===== config.mk =====
export PLATFORM = sky130hd
export DESIGN_NAME = jtag_tap_ir
export DESIGN_NICKNAME = d
export VERILOG_FILES = /design/src/rtl/jtag_tap_ir.sv
export SDC_FILE = /design/constraint.sdc
export NUM_CORES = 1
export LEC_CHECK = 0
export CORE_AREA = 2 2 39 41
export DETAILED_ROUTE_END_ITERATION = 8
export DIE_AREA = 0 0 41 43
export PLACE_DENSITY_LB_ADDON = 0.12
export REMOVE_ABC_BUFFERS = 1
export SYNTH_ARGS = -nofsm -noshare
export SYNTH_HDL_FRONTEND = slang
export SYNTH_SLANG_ARGS = --single-unit
export TNS_END_PERCENT = 10

===== constraint.sdc =====
create_clock -name TCLK -period 1.3 [get_ports TCLK]
set_input_delay 0.325 -clock TCLK [delete_from_list [all_inputs] [get_ports TCLK]]
set_output_delay 0.325 -clock TCLK [all_outputs]
set_load 0.03 [all_outputs]

===== src/rtl/jtag_tap_ir.sv =====
// IEEE 1149.1 TAP controller with a 2-bit instruction register.
// Optional macro TAP_TDO_NEGEDGE_EN retimes TDO/bs_en onto the falling TCLK edge.
module jtag_tap_ir (
   input  logic       TCLK,
   input  logic       TRST,
   input  logic       TMS,
   input  logic       TDI,
   output logic       TDO,
   output logic [1:0] inst,
   output logic [3:0] state,
   output logic       clockdr,
   output logic       shiftdr,
   output logic       updatedr,
   output logic       clockir,
   output logic       shiftir,
   output logic       updateir,
   output logic       select,
   output logic       bs_en
);

   typedef enum logic [3:0] {
      TLR     = 4'hF,
      RTI     = 4'hC,
      SELDR   = 4'h7,
      CAPDR   = 4'h6,
      SHDR    = 4'h2,
      EX1DR   = 4'h1,
      PAUSEDR = 4'h3,
      EX2DR   = 4'h0,
      UPDDR   = 4'h5,
      SELIR   = 4'h4,
      CAPIR   = 4'hE,
      SHIR    = 4'hA,
      EX1IR   = 4'h9,
      PAUSEIR = 4'hB,
      EX2IR   = 4'h8,
      UPDIR   = 4'hD
   } tap_state_t;

   tap_state_t r_state;
   tap_state_t w_next;
   logic [1:0] r_sr;
   logic [1:0] r_inst;
   logic       w_tdo;
   logic       w_bs_en;

   always_ff @(posedge TCLK or posedge TRST) begin
      if (TRST) r_state <= TLR;
      else      r_state <= w_next;
   end

   always_comb begin
      w_next   = r_state;
      clockdr  = 1'b0;
      shiftdr  = 1'b0;
      updatedr = 1'b0;
      clockir  = 1'b0;
      shiftir  = 1'b0;
      updateir = 1'b0;
      select   = 1'b0;
      case (r_state)
         TLR:     w_next = TMS ? TLR   : RTI;
         RTI:     w_next = TMS ? SELDR : RTI;
         SELDR:   w_next = TMS ? SELIR : CAPDR;
         CAPDR:   w_next = TMS ? EX1DR : SHDR;
         SHDR:    w_next = TMS ? EX1DR : SHDR;
         EX1DR:   w_next = TMS ? UPDDR : PAUSEDR;
         PAUSEDR: w_next = TMS ? EX2DR : PAUSEDR;
         EX2DR:   w_next = TMS ? UPDDR : SHDR;
         UPDDR:   w_next = TMS ? SELDR : RTI;
         SELIR:   w_next = TMS ? TLR   : CAPIR;
         CAPIR:   w_next = TMS ? EX1IR : SHIR;
         SHIR:    w_next = TMS ? EX1IR : SHIR;
         EX1IR:   w_next = TMS ? UPDIR : PAUSEIR;
         PAUSEIR: w_next = TMS ? EX2IR : PAUSEIR;
         EX2IR:   w_next = TMS ? UPDIR : SHIR;
         UPDIR:   w_next = TMS ? SELDR : RTI;
         default: w_next = TLR;
      endcase
      clockdr  = (r_state == CAPDR) || (r_state == SHDR);
      shiftdr  = (r_state == SHDR);
      updatedr = (r_state == UPDDR);
      clockir  = (r_state == CAPIR) || (r_state == SHIR);
      shiftir  = (r_state == SHIR);
      updateir = (r_state == UPDIR);
      select   = (r_state == SELIR) || (r_state == CAPIR) || (r_state == SHIR) ||
                 (r_state == EX1IR) || (r_state == PAUSEIR) || (r_state == EX2IR) ||
                 (r_state == UPDIR);
   end

   // Instruction path: capture/shift only touch sr; inst is loaded from sr in UpdIR.
   always_ff @(posedge TCLK or posedge TRST) begin
      if (TRST) begin
         r_sr   <= 2'b01;
         r_inst <= 2'b11;
      end else begin
         if (r_state == CAPIR)     r_sr <= 2'b01;
         else if (r_state == SHIR) r_sr <= {TDI, r_sr[1]};
         if (r_state == UPDIR)     r_inst <= r_sr;
         else if (r_state == TLR)  r_inst <= 2'b11;
      end
   end

   assign w_tdo   = (r_state == SHIR) ? r_sr[0] : 1'b0;
   assign w_bs_en = (r_state == SHDR) || (r_state == SHIR);
   assign inst    = r_inst;
   assign state   = r_state;

`ifdef TAP_TDO_NEGEDGE_EN
   logic r_tdo;
   logic r_bs_en;

   always_ff @(negedge TCLK or posedge TRST) begin
      if (TRST) begin
         r_tdo   <= 1'b0;
         r_bs_en <= 1'b0;
      end else begin
         r_tdo   <= w_tdo;
         r_bs_en <= w_bs_en;
      end
   end

   assign TDO   = r_tdo;
   assign bs_en = r_bs_en;
`else
   assign TDO   = w_tdo;
   assign bs_en = w_bs_en;
`endif

endmodule


==> metrics list, run 1 <==
- Status: finished, violations left
* Violations in the final reports: negative setup slack
- Relative max-transition margin: 79.0%
* Critical path start-end classification: flip-flop to output pin
* Number of global-route vias before repair: 459
- Post-cts hold buffer count: 0
- Summed over all failing endpoints, the final setup total negative slack is -4050 ps.
- Dividing the detail-routed via count by the number of cells gives 4.77.
* R2r endpoint: r_sr[1]$_DFFE_PP0N_
- Average routed wire per standard cell: 10.9 um
* Post-synth top area cell: sky130_fd_sc_hd__dfstp_2
- Data arrival at the endpoint of the critical path: 1490 ps
* Warnings from Yosys: 0
- Summing the sequential cell areas from Yosys gives 45.3% of the chip area.
* Design Area, Final: 739 sq um
* Final layout net count: 87
- Clock-pin slew was measured on the worst setup and hold paths at 60 ps.
- For this run, the detailed router's first-pass iteration total came to 2.
- Number of vias after detailed routing: 467
- Relative to the synthesized area, the layout overhead comes to 60.2%.
* Number of buffers between clock root and the deepest sink: 2
- Final Power: 2.22 mW
- Number of routed nets with antenna violations: 0
- Top-level I/O count: 19
* Mean cell area of the mapped netlist: 8.39 sq um
* Remaining Overflow, GRT: 0
- The worst register-to-register path has a depth of 4.
* Wire length of the first global-routing pass: 1870 um
- Final number of setup-violating endpoints: 13
- The die covers 1760 sq um.
* Final antenna diode count: 0
- The tightest hold path in the finished design has a slack of 309 ps.
- The detailed router finished its first iteration with 4 violations.
* Synthesized instance count: 55
- Final period util: 140%
* Sort of element at the start of the critical path: flip-flop
- Synth top area cells: sky130_fd_sc_hd__dfstp_2, sky130_fd_sc_hd__o21ai_0, sky130_fd_sc_hd__nand2_1
* Remaining DRCs: 0
- Based on the critical path, the design can be clocked at up to 0.550 GHz.
- Count of placed standard cells including taps: 94
* Worst setup skew after layout: 1.93 ps
- By count the netlist is led by sky130_fd_sc_hd__nand2_1, sky130_fd_sc_hd__dfstp_2, sky130_fd_sc_hd__nor2_1.
- Synth async-reset ratio: 100%
- Pin count of the biggest net entering global routing: 14
- Clock tree synthesis inserted a total of 3 buffers.
- VDD sags by at most 1.69 mV.
- Minimum clock period after layout: 1820 ps
* Number of buffers inserted by port buffering: 18
* Required time reported for the critical path endpoint: 980 ps
- Hold/Removal Path Class: input pin to async pin
- Biggest fanout along the worst timing path: 2
- Summing all placed instances gives a cell area of 666 sq um.
* Worst R2R Setup Slack: 30 ps
* Reg-to-reg critical path startpoint: state[3]$_DFF_PP1_
* Register bit count reported by yosys: 8
- After clock tree synthesis, the setup repair step added 0 buffers.
- TritonCTS built the clock tree.
* All-layer global routing usage: 15.9%
- Measured along the y axis, the die boundary spans 43 um.
* Leakage dissipation: 0.354 nW
* Max-cap violations: 0
- Measured slew at the worst slew-check pin: 314 ps
- The top cell type by area accounts for 39.8% of the synthesized area.
- Number of slew-limit violations in the final report: 0
- Primary flip-flop cell chosen by synthesis mapping: sky130_fd_sc_hd__dfstp_2
- The floorplan step set the die width to 41 um.
- The later pin in the worst-skew pair is clocked with a latency of 260 ps.
- Mapped Area: 462 sq um
* Number of cells in the finished layout apart from fillers: 98
- The synthesized design contains 0 enable-type register cells.
- Final count of hold timing violations: 0
- Detailed placement finished with a half-perimeter wire length of 794 um.
* Filler Cells Inserted: 143
- CTS built an H-tree with a depth of 1.
- Pwr/cell area: 3000 nW/um^2
- Cell variety after synth: 24
* Core Box Area: 1380 sq um
- STA classifies the critical path endpoint as an output pin.
- For this design, the sink count on the clock tree is 8.
- Least setup slack across all paths after layout: -517 ps
* Total length of routed wires: 1070 um
- The initial antenna violation count is 0.
- Starting Density: 33.4%
- Routability Congestion: 0.706
- Number of placement rows: 14
- Clock root buffer: sky130_fd_sc_hd__clkbuf_4
* Layout cell share with drive strength beyond 1: 46.3%
* Top-count cell post-synth: sky130_fd_sc_hd__nand2_1
- Setup repair after global routing could not meet its margin everywhere.
-- per-stage QoR --
stage	setup slack, ps	util, %
after floorplan	-739	-
after global placement	-241	48.1
after detailed placement	-281	48.1
after CTS	-536	52.5
after global routing	-616	53.4
final	-517	53.4
-- flip-flops by register name, indices dropped and copies added (netlist names) --
name and count:
inst 2, state 4, r_sr 2
-- worst max path at each step --
stage	from	to	cells past startpoint
4_1_cts	state[2]$_DFF_PP1_	select	4
6_report	state[2]$_DFF_PP1_	select	4
2_1_floorplan	state[1]$_DFF_PP1_	TDO	3
3_3_place_gp	state[2]$_DFF_PP1_	select	4
5_1_grt	state[2]$_DFF_PP1_	select	4
3_5_place_dp	state[2]$_DFF_PP1_	select	4
-- power by group --
part           switching (mW)  leakage, nW  internal, mW
registers              0.0962       0.0868         0.444
clock network          0.0932       0.0150         0.118
logic                   0.821        0.253         0.650
total                    1.01        0.354          1.21
-- final cells by class --
cell class                      count  area, sq um  share of cell area [%]
Inverter                            2         7.51                    1.02
Multi-Input combinational cell     41          240                    32.5
Timing Repair Buffer               27          236                    32.0
Sequential cell                     8          209                    28.3
Clock buffer                        4         26.3                    3.55
Tap cell                           16         20.0                    2.71
-- worst max-delay path: stages (launching register included) --
cell and delay (ps):
sky130_fd_sc_hd__dfstp_2 520, sky130_fd_sc_hd__or3b_1 360, sky130_fd_sc_hd__a21oi_2 120, sky130_fd_sc_hd__a21o_1 100, sky130_fd_sc_hd__buf_6 130
-- placed cells by master, fill, tap and decap left out, drive strengths merged --
| cell | instances |
|---|---|
| dfrtp | 1 |
| o21ai | 6 |
| a21o | 1 |
| o211ai | 1 |
| a22o | 1 |
| nand2 | 8 |
| clkdlybuf4s50 | 3 |
| nand2b | 2 |
| and2 | 1 |
| nor3 | 2 |
| nor3b | 1 |
| nor2b | 1 |
| clkbuf | 4 |
| dfstp | 7 |
| nand3 | 2 |
| and3 | 1 |
| o21a | 1 |
| or3b | 1 |
| buf | 24 |
| nor2 | 7 |
| a21oi | 1 |
| nand3b | 2 |
| nand4 | 1 |
| a21boi | 1 |
| inv | 2 |
-- what timing repair did --
| item | 4_1_cts | 5_1_grt |
|---|---|---|
| pin swaps | 1 | 0 |
| setup endpoints to repair | 13 | 18 |
| gates resized for setup | 8 | 3 |
-- layer usage --
| layer | global-route usage (%) | routed length (um) | vias up |
|---|---|---|---|
| li1 | - | - | 241 |
| met1 | 19.9 | 481 | 209 |
| met2 | 22.5 | 513 | 15 |
| met3 | 6.81 | 60 | 2 |
| met4 | 8.00 | 17 | 0 |
| met5 | 0 | 0 | - |
-- kinds of logic after synthesis --
family / share of synthesized area [%]
buffers and inverters: 7.32
AO/OA/AOI/OAI: 16.0
AND/OR/NAND/NOR: 31.4
flip-flops: 45.3
No activity file was read; power rests on OpenSTA's default activity.
==> run 2: changes to the inputs <==
--- a/config.mk
+++ b/config.mk
@@ -6,9 +6,11 @@
 export NUM_CORES = 1
 export LEC_CHECK = 0
 export CORE_AREA = 2 2 39 41
+export CTS_CLUSTER_DIAMETER = 50
 export DETAILED_ROUTE_END_ITERATION = 8
 export DIE_AREA = 0 0 41 43
 export PLACE_DENSITY_LB_ADDON = 0.12
+export RECOVER_POWER = 100
 export REMOVE_ABC_BUFFERS = 1
 export SYNTH_ARGS = -nofsm -noshare
 export SYNTH_HDL_FRONTEND = slang
==> metrics list, run 2 (same netlist as run 1, synthesis figures left out) <==
* Part of the total power dissipated in combinational logic: 66.4%
- Starting Density: 33.4%
- Core Box Area: 1380 sq um
- Post-cts hold buffer count: 0
- Global routing consumed, over all layers together, 15.9% of the routing resources.
* Pin count of the biggest net entering global routing: 14
* Total length of routed wires: 1070 um
- Total Negative Setup Slacks: -4050 ps
* Worst hold slack after final layout: 447 ps
- Remaining DRCs: 0
- The placed instances occupy a cell area of 666 sq um.
* Final count of hold timing violations: 0
* Biggest fanout along the worst timing path: 2
- Flip-flop count of the largest register, all copies and words added: 4
- The first global-routing pass estimated 1870 um of wire.
- Chip width: 41 um
* Number of cells in the finished layout apart from fillers: 98
- Of the total power, the share spent switching nets is 45.7%.
* Max-cap violations: 0
- After routing the design area is 739 sq um.
* Cell-by-cell trace of the critical path: or3b_1 -> a21oi_2 -> a21o_1 -> buf_6
- Worst setup skew after layout: 1.83 ps
* Violations in the final reports: negative setup slack
- Number of optimization iterations in the first detailed-route pass: 2
- For the worst setup path, the data required time is 980 ps.
- Final number of setup-violating endpoints: 13
- Switching power: 1.01 mW
* Relative max-transition margin: 79.0%
- The library cell used most frequently in the layout, excluding fill and tap cells, is sky130_fd_sc_hd__buf_4.
* Final Power: 2.21 mW
- Filler Cells Inserted: 143
* Number of global-route vias before repair: 459
- Once placement completed, the tool counted placed cells totaling 94.
* Final antenna diode count: 0
* Clock H-tree levels: 1
- Routability Congestion: 0.706
* Clk pin slew, worst setup/hold paths: 60 ps
- The worst path in the final design needs a cycle of 1820 ps, including I/O delays and setup.
- CTS placed an instance of sky130_fd_sc_hd__clkbuf_4 at the clock tree root.
* Number of routed nets with antenna violations: 0
* Number of vias after detailed routing: 467
- Die outline area: 1760 sq um
- Num CTS Buffers: 3
- Dividing the final minimum period by the clock period gives 140%.
* TritonCTS sink count: 8
* Maximum frequency from static timing analysis: 0.550 GHz
* Portion of total power attributed to sequential cells: 24.0%
- Clock latency reported for the late side of the worst-skew pair: 260 ps
- In the layout the commonest cells are sky130_fd_sc_hd__buf_4, sky130_fd_sc_hd__nand2_1, sky130_fd_sc_hd__nor2_1, sky130_fd_sc_hd__buf_6, sky130_fd_sc_hd__o21ai_0.
* Number of DRC violations after detailed-routing iteration 0: 4
* Number of buffers inserted by port buffering: 18
- Setup repair after global routing could not meet its margin everywhere.
- At the pin with the least slew margin, the transition time is 315 ps.
* Number of buffers between clock root and the deepest sink: 2
- Number of antenna violations at the first check in global routing: 0
* Final layout net count: 87
- Number of placement rows: 14
- Area grow syn2layout: 60.2%
- Pwr/cell area: 2990 nW/um^2
- The worst-case IR drop observed on VDD is 1.69 mV.
- Remaining Overflow, GRT: 0
- The number of max-slew violations in the final report is 0.
* Vertical die dimension: 43 um
- In the post-route analysis, the smallest setup slack over all paths is -517 ps.
* Top-level I/O count: 19
- Endpoint type of the worst setup path: output pin
* DP HPWL: 794 um
* Via density per instance: 4.77
* Portion of total power attributed to the clock network: 9.5%
- Crit path largest cell delay: 520 ps
- Layout cell share with drive strength beyond 1: 43.9%
- Internal portion of total power: 1.20 mW
- The setup path with the least slack is of type flip-flop to output pin.
- Sort of element at the start of the critical path: flip-flop
- CTS tree: yes
* Leakage dissipation: 0.354 nW
* Hold/Removal Path Class: input pin to async pin
- The flow ran to the end, but the final reports show violations.
- Slowest-stage cell, CP: sky130_fd_sc_hd__dfstp_2
- Setup bufs post-CTS: 0
- Average routed wire per standard cell: 11.0 um
- Data arrives at the worst endpoint at 1490 ps.
-- run 2: cell count changes in the layout (fill, tap and decap cells not counted), sizes merged --
cell           before  now
dlygate4sd3         0    1
clkdlybuf4s50       3    2
-- run 2: area by class of cell --
class / count / area [sq um] / area share (%)
flip-flops and latches: 8 / 209 / 28.3
multi-input cells: 41 / 240 / 32.5
clock buffers: 4 / 26.3 / 3.55
repair buffers: 27 / 236 / 32.0
well taps: 16 / 20.0 / 2.71
inverters: 2 / 7.51 / 1.02
-- run 2: per-layer routing --
layer / wire length (um) / part of all wire, % / global-route usage (%) / vias to the layer above
li1: - / - / - / 241
met5: 0 / 0 / 0 / -
met4: 17 / 1.6 / 8.00 / 0
met3: 62 / 5.8 / 6.81 / 2
met2: 512 / 48 / 22.5 / 15
met1: 482 / 45 / 19.9 / 209
-- run 2: worst max-delay path, delay by kind of cell (launching register included) --
kind,cells,cell delay [ps]
AOI/OAI and AO/OA,2,220
buffers and inverters,1,130
DFF,1,520
and+or+nand+nor,1,360
-- run 2: path summary, 6_finish.rpt --
| check | start | to | slack (ps) | cells after the start |
|---|---|---|---|---|
| worst max register to register | state[3]$_DFF_PP1_ | r_sr[1]$_DFFE_PP0N_ | 30 | 4 |
| worst min register to register | r_sr[0]$_DFFE_PP1N_ | r_sr[0]$_DFFE_PP1N_ | 490 | 2 |
| worst max-delay path | state[2]$_DFF_PP1_ | select | -520 | 4 |
| worst min-delay path | TRST | r_sr[1]$_DFFE_PP0N_ | 450 | 2 |
| min in group TCLK | r_sr[0]$_DFFE_PP1N_ | r_sr[0]$_DFFE_PP1N_ | 490 | 2 |
| max in group asynchronous | TRST | state[3]$_DFF_PP1_ | 560 | 2 |
-- run 2: stage by stage --
| stage | util [%] | setup WS [ps] |
|---|---|---|
| finish | 53.4 | -517 |
| global route | 53.4 | -616 |
| detailed placement | 48.1 | -281 |
| CTS | 52.5 | -536 |
| global placement | 48.1 | -241 |
| floorplan | - | -739 |
-- run 2: what timing repair did --
action | 4_1_cts | 5_1_grt
gates resized for setup | 8 | 3
pin swaps | 1 | 0
setup endpoints to repair | 13 | 18
-- run 2: power by group through the flow --
stage / clock [mW] / combinational, mW / sequential, mW
4_1_cts: 0.226 / 1.46 / 0.537
3_5_place_dp: 0 / 1.36 / 0.528
3_3_place_gp: 0 / 1.35 / 0.529
5_1_grt: 0.247 / 1.60 / 0.550
2_1_floorplan: 0 / 0.526 / 0.801
6_report: 0.211 / 1.47 / 0.531
